--- src/rtl/sw_seq_pkg.sv ---
// rtl/sw_seq_pkg.sv - shared types, code constants and index wrap helper for the switch sequencer
package sw_seq_pkg;

  typedef enum logic [1:0] {
    IDLE   = 2'd0,
    DEAD   = 2'd1,
    ACTIVE = 2'd2
  } state_e;

  localparam logic [2:0] CODE_OFF = 3'b000;
  localparam logic [2:0] MAX_CODE = 3'd7;

  // Active codes live in 1..last; zero is reserved for all-switches-off.
  function automatic logic [2:0] next_index(input logic [2:0] idx,
                                            input logic       down,
                                            input logic [2:0] last);
    if (down) begin
      return (idx <= 3'd1) ? last : idx - 3'd1;
    end
    return (idx >= last) ? 3'd1 : idx + 3'd1;
  endfunction

endpackage

--- src/rtl/cycle_timer.sv ---
// rtl/cycle_timer.sv - loadable down-counter flagging the last cycle of an interval
module cycle_timer #(
  parameter int CNT_W = 16
) (
  input  logic             clk,
  input  logic             rst_n,
  input  logic             load,
  input  logic             en,
  input  logic [CNT_W-1:0] load_val,
  output logic             expire
);

  logic [CNT_W-1:0] count_q;
  logic [CNT_W-1:0] count_d;

  always_comb begin
    count_d = count_q;
    if (load) begin
      count_d = load_val;
    end else if (en && (count_q != '0)) begin
      count_d = count_q - CNT_W'(1);
    end
  end

  always_ff @(posedge clk) begin
    if (!rst_n) begin
      count_q <= '0;
    end else begin
      count_q <= count_d;
    end
  end

  assign expire = (count_q == CNT_W'(1));

endmodule

--- src/rtl/switch_state_sequencer.sv ---
// rtl/switch_state_sequencer.sv - steps the decoder code through 1..N_STATES with dead-time gaps
module switch_state_sequencer
  import sw_seq_pkg::*;
#(
  parameter int CNT_W       = 16,
  parameter int DEAD_CYCLES = 8,
  parameter int N_STATES    = 6
) (
  input  logic             clk,
  input  logic             rst_n,
  input  logic             en,
  input  logic             dir,
  input  logic [CNT_W-1:0] period,
  output logic             b2,
  output logic             b1,
  output logic             b0_LSB,
  output logic             step_strobe,
  output logic             dead_active
);

  localparam logic [2:0]       LAST_CODE = (N_STATES > int'(MAX_CODE)) ? MAX_CODE : 3'(N_STATES);
  localparam bit               HAS_DEAD  = (DEAD_CYCLES != 0);
  localparam logic [CNT_W-1:0] DEAD_LOAD = CNT_W'(DEAD_CYCLES);

  state_e     state_q, state_d;
  logic [2:0] idx_q, idx_d;
  logic [2:0] code_q, code_d;
  logic       strobe_q, strobe_d;
  logic       dead_q, dead_d;

  logic             tmr_load;
  logic             tmr_en;
  logic [CNT_W-1:0] tmr_val;
  logic             tmr_expire;
  logic             go_active;
  logic             go_dead;
  logic [CNT_W-1:0] period_eff;

  assign period_eff = (period == '0) ? CNT_W'(1) : period;

  cycle_timer #(
    .CNT_W (CNT_W)
  ) u_timer (
    .clk      (clk),
    .rst_n    (rst_n),
    .load     (tmr_load),
    .en       (tmr_en),
    .load_val (tmr_val),
    .expire   (tmr_expire)
  );

  // Outputs are computed for the state being entered so they register alongside it.
  always_comb begin
    state_d   = state_q;
    idx_d     = idx_q;
    code_d    = CODE_OFF;
    strobe_d  = 1'b0;
    dead_d    = 1'b0;
    tmr_load  = 1'b0;
    tmr_en    = 1'b0;
    tmr_val   = '0;
    go_active = 1'b0;
    go_dead   = 1'b0;

    if (!en) begin
      state_d = IDLE;
    end else begin
      case (state_q)
        IDLE: begin
          if (HAS_DEAD) go_dead = 1'b1;
          else          go_active = 1'b1;
        end
        DEAD: begin
          if (tmr_expire) begin
            go_active = 1'b1;
          end else begin
            dead_d = 1'b1;
            tmr_en = 1'b1;
          end
        end
        ACTIVE: begin
          if (tmr_expire) begin
            idx_d = next_index(idx_q, dir, LAST_CODE);
            if (HAS_DEAD) go_dead = 1'b1;
            else          go_active = 1'b1;
          end else begin
            code_d = idx_q;
            tmr_en = 1'b1;
          end
        end
        default: state_d = IDLE;
      endcase
    end

    if (go_active) begin
      state_d  = ACTIVE;
      code_d   = idx_d;
      strobe_d = 1'b1;
      tmr_load = 1'b1;
      tmr_val  = period_eff;
    end
    if (go_dead) begin
      state_d  = DEAD;
      dead_d   = 1'b1;
      tmr_load = 1'b1;
      tmr_val  = DEAD_LOAD;
    end
  end

  always_ff @(posedge clk) begin
    if (!rst_n) begin
      state_q  <= IDLE;
      idx_q    <= 3'd1;
      code_q   <= CODE_OFF;
      strobe_q <= 1'b0;
      dead_q   <= 1'b0;
    end else begin
      state_q  <= state_d;
      idx_q    <= idx_d;
      code_q   <= code_d;
      strobe_q <= strobe_d;
      dead_q   <= dead_d;
    end
  end

  assign b2          = code_q[2];
  assign b1          = code_q[1];
  assign b0_LSB      = code_q[0];
  assign step_strobe = strobe_q;
  assign dead_active = dead_q;

endmodule

--- config.mk ---
export PLATFORM = sky130hd
export DESIGN_NAME = switch_state_sequencer
export DESIGN_NICKNAME = d
export VERILOG_FILES = /design/src/rtl/sw_seq_pkg.sv /design/src/rtl/cycle_timer.sv /design/src/rtl/switch_state_sequencer.sv
export SDC_FILE = /design/constraint.sdc
export NUM_CORES = 1
export LEC_CHECK = 0
export CAP_MARGIN = 0
export CORE_MARGIN = 2
export CORE_UTILIZATION = 50
export DETAILED_ROUTE_END_ITERATION = 8
export GPL_ROUTABILITY_DRIVEN = 0
export PLACE_DENSITY_LB_ADDON = 0.1
export SETUP_SLACK_MARGIN = 0.02
export SLEW_MARGIN = 20
export SYNTH_ARGS = -nofsm -noshare
export SYNTH_HDL_FRONTEND = slang
export SYNTH_SLANG_ARGS = --single-unit
export TNS_END_PERCENT = 50
--- constraint.sdc ---
create_clock -name clk -period 1.9 [get_ports clk]
set_input_delay 0.475 -clock clk [delete_from_list [all_inputs] [get_ports clk]]
set_output_delay 0.475 -clock clk [all_outputs]
set_load 0.005 [all_outputs]
==> impl_metrics.env <==
export IMPL_clkTransAtPathRegs_ns=0.10
export IMPL_final_core_util=0.808
export IMPL_hold_end="state_q[1]"
export IMPL_mostFrequentLayoutCells="buf_4 (58), clkdlybuf4s50_1 (24), dfxtp_1 (23)"
export IMPL_finalSetupViolCount=25
export IMPL_grt_pass1_vias=2031
export IMPL_layout_min_cycle_time_ns=2.19
export IMPL_row_count=22
export IMPL_grt_usage=0.290
export IMPL_die_area_sq_um=4460
export IMPL_nFillCells=234
export IMPL_die_h_um=66.8
export IMPL_endpoint_kind="flip-flop"
export IMPL_cts_root_buf="clkbuf_8"
export IMPL_slowest_delay_ns=0.50
export IMPL_cap_violations=0
export IMPL_layout_drive_gt1_share=0.402
export IMPL_slew_headroom=0.686
export IMPL_io_pins=25
export IMPL_async_flop_share=0
export IMPL_ant_nets=0
export IMPL_via_count=2321
export IMPL_hold_viol_final=0
export IMPL_start_util=0.530
export IMPL_violations="negative setup slack"
export IMPL_synth_area_sq_um=1970
export IMPL_fin_ws_ns=-0.288
export IMPL_viasPerCell=6.47
export IMPL_syn_inst=232
export IMPL_syn_nets=262
export IMPL_port_buffers=24
export IMPL_fmax_ghz=0.457
export IMPL_cts_buffer_depth=2
export IMPL_whs_path_depth=2
export IMPL_cts_tree="done"
export IMPL_nets=342
export IMPL_r2r_start="u_timer.count_q[1]"
export IMPL_clock_latency_ns=0.27
export IMPL_drv_slew=0
export IMPL_firstDrtPassIters=5
export IMPL_outcome="finished, violations left"
export IMPL_n_antenna_cell=0
export IMPL_synth_seq_cells=26
export IMPL_reg2reg_to="u_timer.count_q[4]"
export IMPL_p_per_area_nw_per_um2=726
export IMPL_tightestPinTransition_ns=0.467
export IMPL_synth_main_ff_cell="dfxtp_1"
export IMPL_period_share=1.15
export IMPL_yosysSeqAreaShare=0.264
export IMPL_synth_cell_types=59
export IMPL_mostFrequentLayoutCell="buf_4"
export IMPL_ir_worst_vdd_mv=0.396
export IMPL_synth_edf_count=0
export IMPL_crit_type="reg2reg"
export IMPL_die_width_um=66.8
export IMPL_p_leak_nw=1.28
export IMPL_hold_path_class="reg2reg"
export IMPL_rsz0062_at_grt="true"
export IMPL_overflow=0
export IMPL_crit_chain="inv_2 -> ha_4 -> or4b_4 -> nor4_4 -> buf_6 -> buf_6 -> buf_4 -> a311oi_2 -> nor4_1"
export IMPL_crit_top_cell="buf_6"
export IMPL_clock_sinks=26
export IMPL_core_area_sq_um=3720
export IMPL_dp_hpwl_um=4390
export IMPL_antenna_found_initial=0
export IMPL_drt_iter0_drc=219
export IMPL_wl_per_cell_um=18.7
export IMPL_crit_path_start_kind="flip-flop"
export IMPL_hp_start="state_q[1]"
export IMPL_critical_path_required_ns=2.08
export IMPL_ys_warn_count=0
export IMPL_syn_area_per_cell_sq_um=8.49
export IMPL_cts_buffers=3
export IMPL_reg2reg_slack_ns=-0.29
export IMPL_htreeDepth=1
export IMPL_critPathMaxFanout=5
export IMPL_finClkSkew_ns=0.00234
export IMPL_hold_worst_slack_ns=0.577
export IMPL_r2r_cells=9
export IMPL_grt_max_degree=19
export IMPL_grt_pass1_wl_um=9870
export IMPL_syn_to_final_growth_pct=52.3
export IMPL_drcViolationCount=0
export IMPL_critical_path_slowest_cell="or4b_4"
export IMPL_cp_arrival_ns=2.37
export IMPL_wirelength_um=6700
==> final cells by class <==
cell class / count / area, sq um / area share
Multi-Input combinational cell: 178 / 1470 / 0.489
Timing Repair Buffer: 94 / 858 / 0.286
Sequential cell: 26 / 527 / 0.175
Tap cell: 48 / 60.1 / 0.0200
Clock buffer: 4 / 55.1 / 0.0183
Inverter: 9 / 33.8 / 0.0113
==> cells in the mapped netlist (2+ instances only) <==
master | instances | area share
dfxtp_1 | 26 | 0.26
nand2_1 | 12 | 0.023
nor4_1 | 12 | 0.038
nor2_1 | 11 | 0.021
nor3_1 | 11 | 0.028
a31oi_1 | 10 | 0.032
ha_1 | 10 | 0.063
clkbuf_1 | 9 | 0.017
inv_1 | 8 | 0.015
nand4_1 | 8 | 0.025
a21oi_1 | 7 | 0.018
o21a_1 | 6 | 0.023
o31ai_1 | 6 | 0.023
and3_1 | 5 | 0.016
buf_6 | 5 | 0.029
nand3_1 | 5 | 0.013
nor2b_1 | 5 | 0.016
o221a_2 | 5 | 0.029
o22a_1 | 5 | 0.022
a22oi_1 | 4 | 0.015
a311oi_1 | 4 | 0.018
buf_4 | 4 | 0.015
or3_1 | 4 | 0.013
or4_1 | 4 | 0.015
and3_2 | 3 | 0.011
o21ai_0 | 3 | 0.0076
a211oi_1 | 2 | 0.0076
a21o_1 | 2 | 0.0076
mux2i_1 | 2 | 0.010
nor4_4 | 2 | 0.022
o211a_1 | 2 | 0.010
o211ai_1 | 2 | 0.0076
o31a_1 | 2 | 0.0089
==> state kept, by name, summed over array words and instances, names as in the netlist <==
signal and count:
code_q 3, dead_active 1, idx_q 3, state_q 2, step_strobe 1, u_timer.count_q 16
==> through the flow <==
stage | setup WS (ns) | cell area (sq um) | cells | total power, mW | TNS, ns
finish | -0.288 | 3000 | 359 | 2.18 | -5.54
global route | -0.430 | 3000 | 359 | 2.27 | -7.53
CTS | -0.263 | 2870 | 353 | 2.06 | -4.47
detailed placement | -0.260 | 2620 | 339 | 1.57 | -4.51
global placement | -0.199 | 2620 | 339 | 1.55 | -3.49
floorplan | -0.102 | 2030 | 232 | 1.21 | -1.19
==> repair_timing <==
action                                 4_1_cts  5_1_grt
setup endpoints to repair                   26       26
hold buffers                                 0        0
gates resized for setup                     23       15
endpoints found under the hold margin        0        0
pin swaps                                   14       10
buffers inserted                             9        5
gates cloned                                 1        1
==> worst max-delay path: cells and delay by family, from the launching register on <==
kind | cells | cell delay, ns
DFF | 1 | 0.33
buffers and inverters | 4 | 0.49
AOI/OAI and AO/OA | 1 | 0.08
adders and majority gates | 1 | 0.12
and+or+nand+nor | 3 | 1.06
==> power by group <==
part / internal (mW) / switching [mW]
Combinational: 0.605 / 0.566
Clock: 0.186 / 0.188
Sequential: 0.590 / 0.0441
==> cell families (layout without fill, tap and decap cells) <==
| logic type | count (synthesis) | count (layout) | synth area share |
|---|---|---|---|
| XOR/XNOR | 1 | 1 | 0.00445 |
| AND/OR/NAND/NOR | 93 | 93 | 0.291 |
| flip-flops | 26 | 26 | 0.264 |
| adder cells (fa/ha/maj) | 10 | 10 | 0.0635 |
| buffers and inverters | 28 | 107 | 0.0806 |
| multiplexers | 2 | 2 | 0.0102 |
| AO/OA/AOI/OAI | 72 | 72 | 0.286 |
==> worst max path at each step <==
stage	startpoint	endpoint	slack, ns	cells past startpoint
global route	u_timer.count_q[1]	u_timer.count_q[4]	-0.43	9
floorplan	u_timer.count_q[1]	u_timer.count_q[10]	-0.10	9
CTS	u_timer.count_q[1]	code_q[1]	-0.26	8
finish	u_timer.count_q[1]	u_timer.count_q[4]	-0.29	9
detailed placement	u_timer.count_q[1]	idx_q[2]	-0.26	8
global placement	u_timer.count_q[1]	code_q[1]	-0.20	8
==> layer usage <==
layer,GRT usage,share of wire,vias up
met5,0,0,-
met4,0.102,0.027,0
met3,0.0253,0.074,18
met2,0.459,0.45,122
met1,0.411,0.45,1106
li1,-,-,1075
(Power assumes the default switching activity.)
